--- src/rtl/ava_pkg.sv ---
// ============================================================
// ava_pkg : line-state, error-code and FSM definitions for ava_rx
// Rev 1.0
// ============================================================
`default_nettype none

package ava_pkg;

  localparam logic [1:0] LS_IDLE = 2'b11;
  localparam logic [1:0] LS_RZ   = 2'b00;
  localparam logic [1:0] LS_ONE  = 2'b10;
  localparam logic [1:0] LS_ZERO = 2'b01;

  localparam logic [1:0] ERR_SHORT = 2'b01;
  localparam logic [1:0] ERR_OVF   = 2'b10;
  localparam logic [1:0] ERR_TMO   = 2'b11;

  typedef enum logic [2:0] {
    IDLE  = 3'd0,
    SYNC  = 3'd1,
    BIT   = 3'd2,
    GAP   = 3'd3,
    DRAIN = 3'd4
  } state_e;

  // A line state carries data when exactly one wire is high.
  function automatic logic is_data(input logic [1:0] ls);
    return ls[1] ^ ls[0];
  endfunction

endpackage

`default_nettype wire

--- src/rtl/ava_rx_filter.sv ---
// ============================================================
// ava_rx_filter : 2-FF synchronizer plus DEGLITCH run-length filter
// Rev 1.0
// ============================================================
`default_nettype none

module ava_rx_filter
  import ava_pkg::*;
#(
  parameter int DEGLITCH = 4
) (
  input  logic       clk_i,
  input  logic       rst_ni,
  input  logic       rx_p_i,
  input  logic       rx_m_i,
  output logic [1:0] ls_o,
  output logic       ls_chg_o
);

  localparam int RUN_W = $clog2(DEGLITCH + 1);
  localparam logic [RUN_W-1:0] RUN_MAX = RUN_W'(DEGLITCH);

  logic [1:0]       meta_q, sync_q, cand_q, ls_q;
  logic [RUN_W-1:0] run_q, run_d;
  logic             chg_q;

  // Length of the current run of identical synchronized samples, saturating.
  always_comb begin
    run_d = RUN_W'(1);
    if (sync_q == cand_q) begin
      run_d = (run_q == RUN_MAX) ? run_q : run_q + 1'b1;
    end
  end

  always_ff @(posedge clk_i or negedge rst_ni) begin
    if (!rst_ni) begin
      meta_q <= LS_IDLE;
      sync_q <= LS_IDLE;
      cand_q <= LS_IDLE;
      ls_q   <= LS_IDLE;
      run_q  <= RUN_MAX;
      chg_q  <= 1'b0;
    end else begin
      meta_q <= {rx_p_i, rx_m_i};
      sync_q <= meta_q;
      cand_q <= sync_q;
      run_q  <= run_d;
      chg_q  <= 1'b0;
      if (run_d == RUN_MAX && sync_q != ls_q) begin
        ls_q  <= sync_q;
        chg_q <= 1'b1;
      end
    end
  end

  assign ls_o     = ls_q;
  assign ls_chg_o = chg_q;

endmodule

`default_nettype wire

--- src/rtl/ava_rx.sv ---
// ============================================================
// ava_rx : four-state RZ line receiver, LSB-first frame assembly
// Rev 1.0
// ============================================================
`default_nettype none

module ava_rx
  import ava_pkg::*;
#(
  parameter int FRAME_BITS = 32,
  parameter int DEGLITCH   = 4,
  parameter int TIMEOUT    = 1024,
  parameter int CNT_W      = 11
) (
  input  logic                  clk,
  input  logic                  global_reset_n,
  input  logic                  rx_p,
  input  logic                  rx_m,
  input  logic                  enable,
  output logic [FRAME_BITS-1:0] data,
  output logic                  data_valid,
  output logic                  err,
  output logic [1:0]            err_code,
  output logic                  busy
);

  localparam int BC_W = $clog2(FRAME_BITS + 1);
  localparam logic [BC_W-1:0]  FULL     = BC_W'(FRAME_BITS);
  localparam logic [CNT_W-1:0] TMO_LAST = CNT_W'(TIMEOUT - 1);

  logic [1:0] ls;
  logic       ls_chg;

  state_e                state_q;
  logic [FRAME_BITS-1:0] sr_q, data_q;
  logic [BC_W-1:0]       bit_cnt_q;
  logic [CNT_W-1:0]      timer_q;
  logic                  valid_q, err_q, busy_q;
  logic [1:0]            err_code_q;

  ava_rx_filter #(
    .DEGLITCH (DEGLITCH)
  ) u_filter (
    .clk_i    (clk),
    .rst_ni   (global_reset_n),
    .rx_p_i   (rx_p),
    .rx_m_i   (rx_m),
    .ls_o     (ls),
    .ls_chg_o (ls_chg)
  );

  always_ff @(posedge clk or negedge global_reset_n) begin
    if (!global_reset_n) begin
      state_q    <= IDLE;
      sr_q       <= '0;
      data_q     <= '0;
      bit_cnt_q  <= '0;
      timer_q    <= '0;
      valid_q    <= 1'b0;
      err_q      <= 1'b0;
      err_code_q <= 2'b00;
      busy_q     <= 1'b0;
    end else begin
      valid_q <= 1'b0;
      err_q   <= 1'b0;
      if (state_q == IDLE) begin
        timer_q <= '0;
        if (enable && ls == LS_RZ) begin
          state_q   <= SYNC;
          bit_cnt_q <= '0;
          busy_q    <= 1'b1;
        end
      end else if (!enable) begin
        state_q <= IDLE;
        busy_q  <= 1'b0;
      end else if (state_q == DRAIN) begin
        if (ls == LS_IDLE) begin
          state_q <= IDLE;
          busy_q  <= 1'b0;
        end
      end else if (ls == LS_IDLE) begin
        // SYNC has captured nothing, so returning to idle there is silent.
        state_q <= IDLE;
        busy_q  <= 1'b0;
        if (state_q != SYNC) begin
          if (bit_cnt_q == FULL) begin
            data_q  <= sr_q;
            valid_q <= 1'b1;
          end else begin
            err_q      <= 1'b1;
            err_code_q <= ERR_SHORT;
          end
        end
      end else if (ls_chg) begin
        timer_q <= '0;
        if (is_data(ls)) begin
          if (bit_cnt_q == FULL) begin
            err_q      <= 1'b1;
            err_code_q <= ERR_OVF;
            state_q    <= DRAIN;
          end else begin
            sr_q      <= {ls[1], sr_q[FRAME_BITS-1:1]};
            bit_cnt_q <= bit_cnt_q + 1'b1;
            state_q   <= BIT;
          end
        end else if (state_q == BIT) begin
          state_q <= GAP;
        end
      end else if (timer_q == TMO_LAST) begin
        err_q      <= 1'b1;
        err_code_q <= ERR_TMO;
        state_q    <= DRAIN;
      end else begin
        timer_q <= timer_q + 1'b1;
      end
    end
  end

  assign data       = data_q;
  assign data_valid = valid_q;
  assign err        = err_q;
  assign err_code   = err_code_q;
  assign busy       = busy_q;

endmodule

`default_nettype wire

--- config.mk ---
export PLATFORM = sky130hd
export DESIGN_NAME = ava_rx
export DESIGN_NICKNAME = d
export VERILOG_FILES = /design/src/rtl/ava_pkg.sv /design/src/rtl/ava_rx_filter.sv /design/src/rtl/ava_rx.sv
export SDC_FILE = /design/constraint.sdc
export NUM_CORES = 1
export LEC_CHECK = 0
export BUFFER_PORTS_ARGS = -buffer_cell sky130_fd_sc_hd__buf_2
export CAP_MARGIN = 25
export CORE_MARGIN = 1
export CORE_UTILIZATION = 43
export DETAILED_ROUTE_END_ITERATION = 8
export HOLD_SLACK_MARGIN = 0.02
export PLACE_DENSITY = 0.61
export SLEW_MARGIN = 10
export SYNTH_ARGS = -nofsm -noshare
export SYNTH_HDL_FRONTEND = slang
export SYNTH_SLANG_ARGS = --single-unit
--- constraint.sdc ---
create_clock -name clk -period 2.41 [get_ports clk]
set_input_delay 0.1205 -clock clk [delete_from_list [all_inputs] [get_ports clk]]
set_output_delay 0.1205 -clock clk [all_outputs]
set_load 0.03 [all_outputs]
==> reports/metrics.yaml, run 1 <==
detailed_routing:
  routed.top_layer: "met4"
  wl_met2_um: 3610
  vias: 2866
  wl_met1_um: 3910
  antenna_left: 0
  drc: 0
  wl_um: 7990
  wl_per_cell_um: 14.8
  dr.pass1.iters: 4
  drt_iter0_markers: 126
  via_per_inst: 5.32
  met3WireLength_um: 319
cts:
  cts_sinks: 101
  cts_resized: 0
  hold_buffers: 3
  htreeDepth: 3
  root_buffer: "clkbuf_8"
  clk_pin_slew_ps: 100
  post_cts_buffers: 0
  cts_inserted_buffers: 9
  tritoncts: "built"
  insertion_delay_ps: 360
  clk_path_buf_depth: 2
logic_synthesis:
  synthesis.nets: 355
  synthTopCellsByArea: "dfrtp_1 51%, mux2_2 9.6%, mux2_4 9.6%"
  ys.warnings.count: 0
  ys.flop_type: "dfrtp_1"
  ys_seq_area_share_pct: 55.7
  ys_ff_latch: 101
  syn_avg_cell_area_um2: 13.3
  yosys.area.top_type: "dfrtp_1"
  yosysTopAreaCellShare_pct: 50.5
  synthArstFlopShare_pct: 100
  syn_inst: 343
  synth_edf_count: 0
  syn-cell-area_mm2: 0.00456
  ys_types: 57
critical_path:
  crit_fanout: 12
  reg2reg_to: "sr_q[0]"
  r2r_slack_ps: 240
  cp_data_arrival_time_ps: 2410
  cp-start-kind: "flip-flop"
  setup.worst_path.end_class: "flip-flop"
  required_ps: 2650
  r2r_start: "u_filter.ls_o[0]"
  worst-setup-path-type: "reg2reg"
  reg2reg_depth: 6
sta:
  fin_worst_skew_ps: 16.4
  slew_headroom_pct: 63.4
  slew_violations: 0
  fmax_ghz: 0.460
  finalHoldViolCount: 0
  setup_ws_ps: 236
  min_period_ps: 2170
  rsz0062_at_grt: "no"
  fin_tns_setup_ps: 0
  min_period_over_period_pct: 90.2
  setup_viol: 0
  worst-slew-pin-transition_ps: 534
status:
  status: "completed"
die:
  initial_core_util_pct: 44.4
  die_area_mm2: 0.0110
  coreArea_mm2: 0.0103
  die_h_um: 105
  die_x_um: 105
  pin_count: 42
  num_rows: 37
final_layout:
  drive_gt1_share_pct: 37.7
  fin_nets: 410
  nFillCells: 930
  area_growth_pct: 13.6
  final_cell_mix: "92 x dfrtp_1, 40 x buf_2, 39 x mux2_2, 29 x mux2_4, 20 x nand2_1"
  final_common_cell: "dfrtp_1"
  num_antenna_cells: 0
power:
  p_per_area_mw_per_mm2: 684
  seq_power_share_pct: 53.2
  pwr-share-clk_pct: 27.6
  leakagePower_uw: 0.00249
  pwr-share-comb_pct: 19.2
  switching_share_pct: 30.3
  netSwitchingPower_uw: 1070
  internal_power_uw: 2470
  ir_drop_uv: 393
place:
  io_buffer_count: 41
  post-place-ws_ps: 284
  hpwl_um: 5490
  globalplace.congestion: 0.866
global_routing:
  grt_pass1_wl_um: 14000
  grt_max_degree: 45
  grt_pass1_vias: 2919
  antenna_found_initial: 0
  grt_usage_pct: 16.1
  overflow: 0
min_path:
  min_from: "enable"
  min_to: "busy"
  hold_depth: 4
  hp-class: "in2reg"
job:
  cap_violations: 0
-- metrics by stage --
step | util (%) | std cells | total power [uW] | hold slack (ps) | cell area, um2
final | 50.4 | 539 | 3540 | 243 | 5180
after global routing | 50.4 | 539 | 3740 | 256 | 5180
after CTS | 50.4 | 539 | 3590 | 219 | 5180
after detailed placement | 48.4 | 520 | 2600 | 148 | 4970
after global placement | 48.4 | 520 | 2590 | 142 | 4970
after floorplan | - | 343 | 2380 | -175 | 4560
-- cells by family (layout without fill, tap and decap cells) --
kind of cell	after synthesis	in the layout	share of synthesized area, %
buffers and inverters	22	82	2.61
flip-flops	101	101	55.7
XOR/XNOR	4	4	0.769
AND/OR/NAND/NOR	83	83	10.4
multiplexers	71	71	19.8
AO/OA/AOI/OAI	55	55	8.78
adder cells (fa/ha/maj)	7	7	1.92
-- synthesized netlist by cell type, types with 3 or more instances --
| cell | number |
|---|---|
| dfrtp_1 | 92 |
| mux2_2 | 39 |
| mux2_4 | 29 |
| nand2_1 | 20 |
| inv_1 | 11 |
| a21oi_1 | 10 |
| nand3_1 | 10 |
| o21ai_0 | 10 |
| o31ai_1 | 10 |
| dfstp_2 | 9 |
| nor2_1 | 8 |
| nor3_1 | 8 |
| ha_1 | 7 |
| and3_1 | 4 |
| nor2b_1 | 4 |
| nor4_1 | 4 |
| or4_1 | 4 |
| a21boi_0 | 3 |
| buf_4 | 3 |
| buf_6 | 3 |
| clkbuf_1 | 3 |
| mux2i_1 | 3 |
| nand2b_1 | 3 |
-- cell type report --
type | count | area, um2 | share of cell area, %
sequential | 101 | 2540 | 49.0
multi-input combinational | 220 | 1910 | 36.8
timing repair buffer | 55 | 345 | 6.67
tap | 136 | 170 | 3.29
clock buffer | 12 | 145 | 2.80
inverter | 11 | 41.3 | 0.797
clock inverter | 4 | 31.3 | 0.604
-- registers in the layout, summed over array words and instances, names as in the netlist --
name               count
bit_cnt_q              6
busy                   1
data                  32
data_valid             1
err                    1
err_code               2
sr_q                  32
state_q                3
timer_q               11
u_filter.cand_q        2
u_filter.ls_chg_o      1
u_filter.ls_o          2
u_filter.meta_q        2
u_filter.run_q         3
u_filter.sync_q        2
-- worst max-delay path, stage by stage (launching register included) --
cell and delay (ps):
dfstp_2 400, ha_1 300, nor2b_1 390, o211ai_4 190
nor2_4 150, buf_4 250, mux2_2 360
-- power by group through the flow --
stage | registers [uW] | logic (uW) | clock network (uW)
floorplan | 1900 | 479 | 0
global placement | 1910 | 674 | 0
detailed placement | 1920 | 681 | 0
CTS | 1880 | 686 | 1020
global route | 1910 | 763 | 1070
finish | 1880 | 681 | 977
-- metal layers --
metal  up-vias  track usage (%)
met5         -                0
met4         0             7.24
met3        11             4.18
met2        71             24.3
met1      1422             21.9
li1       1362                -
-- how the worst max path moves through the flow --
stage                      from            to  depth (start not counted)
2_1_floorplan  u_filter.ls_o[1]  bit_cnt_q[2]                          6
4_1_cts        u_filter.ls_o[0]       sr_q[0]                          6
3_3_place_gp   u_filter.ls_o[1]  bit_cnt_q[2]                          6
5_1_grt        u_filter.ls_o[1]  bit_cnt_q[2]                          6
6_report       u_filter.ls_o[0]       sr_q[0]                          6
3_5_place_dp   u_filter.ls_o[1]  bit_cnt_q[2]                          6
(Power assumes the default switching activity.)
==> inputs of run 2 (changes only) <==
- CTS_BUF_LIST: unset -> sky130_fd_sc_hd__clkbuf_8
==> reports/metrics.yaml, run 2 (synthesis results as in run 1) <==
sta:
  slew_violations: 0
  fin_tns_setup_ps: 0
  worst-slew-pin-transition_ps: 534
  holdWs_ps: 245
  rsz0062_at_grt: "no"
  setup_viol: 0
  min_period_over_period_pct: 90.2
  slew_headroom_pct: 63.4
  finalHoldViolCount: 0
  fin_worst_skew_ps: 15.3
  min_period_ps: 2170
  fmax_ghz: 0.460
cts:
  root_buffer: "clkbuf_8"
  cts_sinks: 101
  cts_resized: 0
  clk_pin_slew_ps: 100
  post_cts_buffers: 0
  cts_inserted_buffers: 9
  htreeDepth: 3
  hold_buffers: 3
  clk_path_buf_depth: 2
  insertion_delay_ps: 360
  tritoncts: "built"
die:
  coreArea_mm2: 0.0103
  die_x_um: 105
  die_h_um: 105
  die_area_mm2: 0.0110
  initial_core_util_pct: 44.4
  pin_count: 42
  num_rows: 37
final_layout:
  num_antenna_cells: 0
  fin_nets: 410
  area_growth_pct: 13.6
  drive_gt1_share_pct: 37.7
  final_cell_mix: "92 x dfrtp_1, 40 x buf_2, 39 x mux2_2, 29 x mux2_4, 20 x nand2_1"
  final_common_cell: "dfrtp_1"
power:
  ir_drop_uv: 394
  p_per_area_mw_per_mm2: 682
  leakagePower_uw: 0.00250
detailed_routing:
  dr.pass1.iters: 4
  wl_um: 7990
  drt_iter0_markers: 123
  vias: 2861
  via_per_inst: 5.31
  antenna_left: 0
  drc: 0
  wl_per_cell_um: 14.8
global_routing:
  grt_usage_pct: 16.1
  grt_pass1_vias: 2919
  overflow: 0
  grt_pass1_wl_um: 14000
  grt_max_degree: 45
  antenna_found_initial: 0
min_path:
  hp-class: "in2reg"
  min_from: "enable"
critical_path:
  setup.worst_path.end_class: "flip-flop"
  worst-setup-path-type: "reg2reg"
  r2r_start: "u_filter.ls_o[0]"
  cp-startpoint: "u_filter.ls_o[0]"
  required_ps: 2650
  cp-start-kind: "flip-flop"
  crit_fanout: 12
  cp_data_arrival_time_ps: 2410
place:
  io_buffer_count: 41
  hpwl_um: 5490
  globalplace.congestion: 0.866
job:
  cap_violations: 0
status:
  status: "completed"
[run 2: changes by cell type in the layout (fill, tap and decap cells not counted)]
cell	delta
inv_1	+2
clkbuf_1	-2
[run 2: through the flow]
stage | setup WS (ps) | cells | cell area [um2] | utilization [%] | power (uW)
finish | 236 | 539 | 5180 | 50.4 | 3530
global route | 95.6 | 539 | 5180 | 50.4 | 3730
CTS | 252 | 539 | 5180 | 50.4 | 3590
detailed placement | 284 | 520 | 4970 | 48.4 | 2600
global placement | 302 | 520 | 4970 | 48.4 | 2590
floorplan | 417 | 343 | 4560 | - | 2380
[run 2: final timing paths]
| kind | endpoint | slack (ps) | depth (start not counted) |
|---|---|---|---|
| max | sr_q[0] | 240 | 6 |
| min | busy | 250 | 4 |
| max reg2reg | sr_q[0] | 240 | 6 |
| min reg2reg | u_filter.sync_q[0] | 360 | 0 |
| max in group asynchronous | u_filter.meta_q[0] | 1310 | 3 |
| min in group asynchronous | data[7] | 280 | 2 |
[run 2: routing by layer]
layer  part of all wire (%)  vias to the layer above  global-route usage [%]
li1                       -                     1357                       -
met1                     49                     1421                    21.9
met2                     45                       70                    24.3
met3                    3.9                       13                    4.18
met4                    1.9                        0                    7.24
met5                      0                        -                       0
[run 2: final cells by class]
type | count | area, um2
Multi-Input combinational cell | 220 | 1910
Inverter | 11 | 41.3
Sequential cell | 101 | 2540
Timing Repair Buffer | 55 | 345
Fill cell | 930 | 5100
Tap cell | 136 | 170
Clock inverter | 6 | 38.8
Clock buffer | 10 | 138
[run 2: worst max-delay path, stage by stage, from the launching register on]
cell      delay [ps]
dfstp_2          400
ha_1             300
nor2b_1          390
o211ai_4         190
nor2_4           150
buf_4            250
mux2_2           360
[run 2: power by group]
| group | internal [uW] | switching, uW |
|---|---|---|
| Clock | 403 | 566 |
| Sequential | 1790 | 96.6 |
| Combinational | 271 | 410 |
| Total | 2460 | 1070 |
==> inputs of run 3 (changes only) <==
- SYNTH_HIERARCHICAL: unset -> 1
==> reports/metrics.yaml, run 3 <==
final_layout:
  final_cell_mix: "92 x dfrtp_1, 40 x mux2_2, 40 x buf_2, 29 x mux2_4, 22 x nor2_1"
  drive_gt1_share_pct: 38.1
  area_growth_pct: 12.7
  fin_nets: 398
  utilization_pct: 49.6
  final_common_cell: "dfrtp_1"
  num_antenna_cells: 0
logic_synthesis:
  ys_ff_latch: 101
  ys_types: 53
  yosys.cell_count.top_type: "dfrtp_1"
  synth_edf_count: 0
  syn-cell-area_mm2: 0.00451
  syn_inst: 336
  ys.flop_type: "dfrtp_1"
  synthArstFlopShare_pct: 100
  synthesis.nets: 348
  yosysTopAreaCellShare_pct: 51.1
  ys.warnings.count: 6
  yosys.area.top_type: "dfrtp_1"
  ys_seq_area_share_pct: 56.3
  synth_commonest_cells: "92 x dfrtp_1, 40 x mux2_2, 29 x mux2_4"
  syn_avg_cell_area_um2: 13.4
  synthTopCellsByArea: "dfrtp_1 51%, mux2_2 10%, mux2_4 9.7%"
critical_path:
  required_ps: 2670
  crit_fanout: 15
  cp-start-kind: "flip-flop"
  reg2reg_depth: 5
  reg2reg_to: "sr_q[4]"
  r2r_start: "u_filter/ls_o[0]"
  worst-setup-path-type: "reg2reg"
  cp_data_arrival_time_ps: 2400
  r2r_slack_ps: 260
  setup.worst_path.end_class: "flip-flop"
  cp-startpoint: "u_filter/ls_o[0]"
  crit_path_end: "sr_q[4]"
sta:
  fin_worst_skew_ps: 12.8
  setup_ws_ps: 265
  finalHoldViolCount: 0
  worst-slew-pin-transition_ps: 575
  min_period_over_period_pct: 89.0
  slew_violations: 0
  fmax_ghz: 0.466
  setup_viol: 0
  slew_headroom_pct: 61.3
  rsz0062_at_grt: "no"
  fin_tns_setup_ps: 0
  min_period_ps: 2150
die:
  num_rows: 37
  coreArea_mm2: 0.0102
  initial_core_util_pct: 44.1
  pin_count: 42
  die_area_mm2: 0.0109
  die_h_um: 104
  die_x_um: 104
power:
  p_per_area_mw_per_mm2: 666
  leakagePower_uw: 0.00249
  ir_drop_uv: 354
detailed_routing:
  antenna_left: 0
  dr.pass1.iters: 4
  drc: 0
  wl_um: 7700
  via_per_inst: 5.16
  wl_per_cell_um: 14.6
  drt_iter0_markers: 94
  vias: 2721
cts:
  root_buffer: "clkbuf_8"
  post_cts_buffers: 0
  cts_resized: 0
  hold_buffers: 3
  clk_path_buf_depth: 2
  htreeDepth: 3
  tritoncts: "built"
  insertion_delay_ps: 370
  cts_sinks: 101
  clk_pin_slew_ps: 90
  cts_inserted_buffers: 9
global_routing:
  grt_max_degree: 45
  grt_pass1_vias: 2690
  antenna_found_initial: 0
  grt_usage_pct: 15.3
  grt_pass1_wl_um: 13200
  overflow: 0
place:
  io_buffer_count: 41
  post-place-ws_ps: 296
  hpwl_um: 5240
  globalplace.congestion: 0.846
min_path:
  hp-class: "in2reg"
  hold_depth: 3
job:
  cap_violations: 0
status:
  status: "completed"
run 3: cell types whose count changed after synthesis, moves of 3 or more:
cell / previous run / this run
a21oi_1: 10 / 5
a22o_1: 0 / 4
buf_4: 3 / 0
nand2_1: 20 / 17
nand3_1: 10 / 6
nor2_1: 8 / 22
nor4_1: 4 / 1
o22ai_1: 0 / 3
o31ai_1: 10 / 1
or4_1: 4 / 1
xnor2_1: 2 / 8
run 3: cells by family after synthesis:
logic type	count (synthesis)	synth area share, %
AO/OA/AOI/OAI	40	6.08
XOR/XNOR	10	1.94
adder cells (fa/ha/maj)	7	1.94
buffers and inverters	22	3.08
flip-flops	101	56.3
multiplexers	70	19.9
AND/OR/NAND/NOR	86	10.7
run 3: worst min path at each step:
stage / start / endpoint
4_1_cts: enable / state_q[0]
3_5_place_dp: global_reset_n / timer_q[5]
5_1_grt: enable / state_q[0]
2_1_floorplan: global_reset_n / bit_cnt_q[0]
6_report: enable / state_q[0]
3_3_place_gp: global_reset_n / timer_q[5]
run 3: report_power, final:
| part | internal (uW) | switching (uW) | total (uW) |
|---|---|---|---|
| combinational | 220 | 350 | 570 |
| sequential | 1770 | 59.4 | 1830 |
| clock | 389 | 599 | 987 |
run 3: routing by layer:
layer	share of wire, %	up-vias	track usage, %
met5	0	-	0
met4	2.0	0	6.63
met3	3.8	11	4.57
met2	47	45	23.8
met1	48	1365	19.6
li1	-	1300	-
run 3: per-stage QoR:
step           total power, uW  area [um2]  hold WS [ps]  std cells
6_report                  3380        5080          53.4        527
5_1_grt                   3570        5080          33.3        527
4_1_cts                   3440        5080          25.0        527
3_5_place_dp              2420        4870           120        508
3_3_place_gp              2410        4870           115        508
2_1_floorplan             2240        4510          -175        336
run 3: cell type report:
type,count,area [um2]
clock buffer,9,124
multi-input combinational,213,1840
tap,136,170
timing repair buffer,51,315
sequential,101,2540
inverter,10,37.5
fill,889,5150
clock inverter,7,56.3
run 3: worst max-delay path, stage by stage (launching register included):
cell     delay (ps)
dfstp_2         400
ha_1            340
nor3_2          330
and4b_2         340
buf_4           300
mux2_4          330
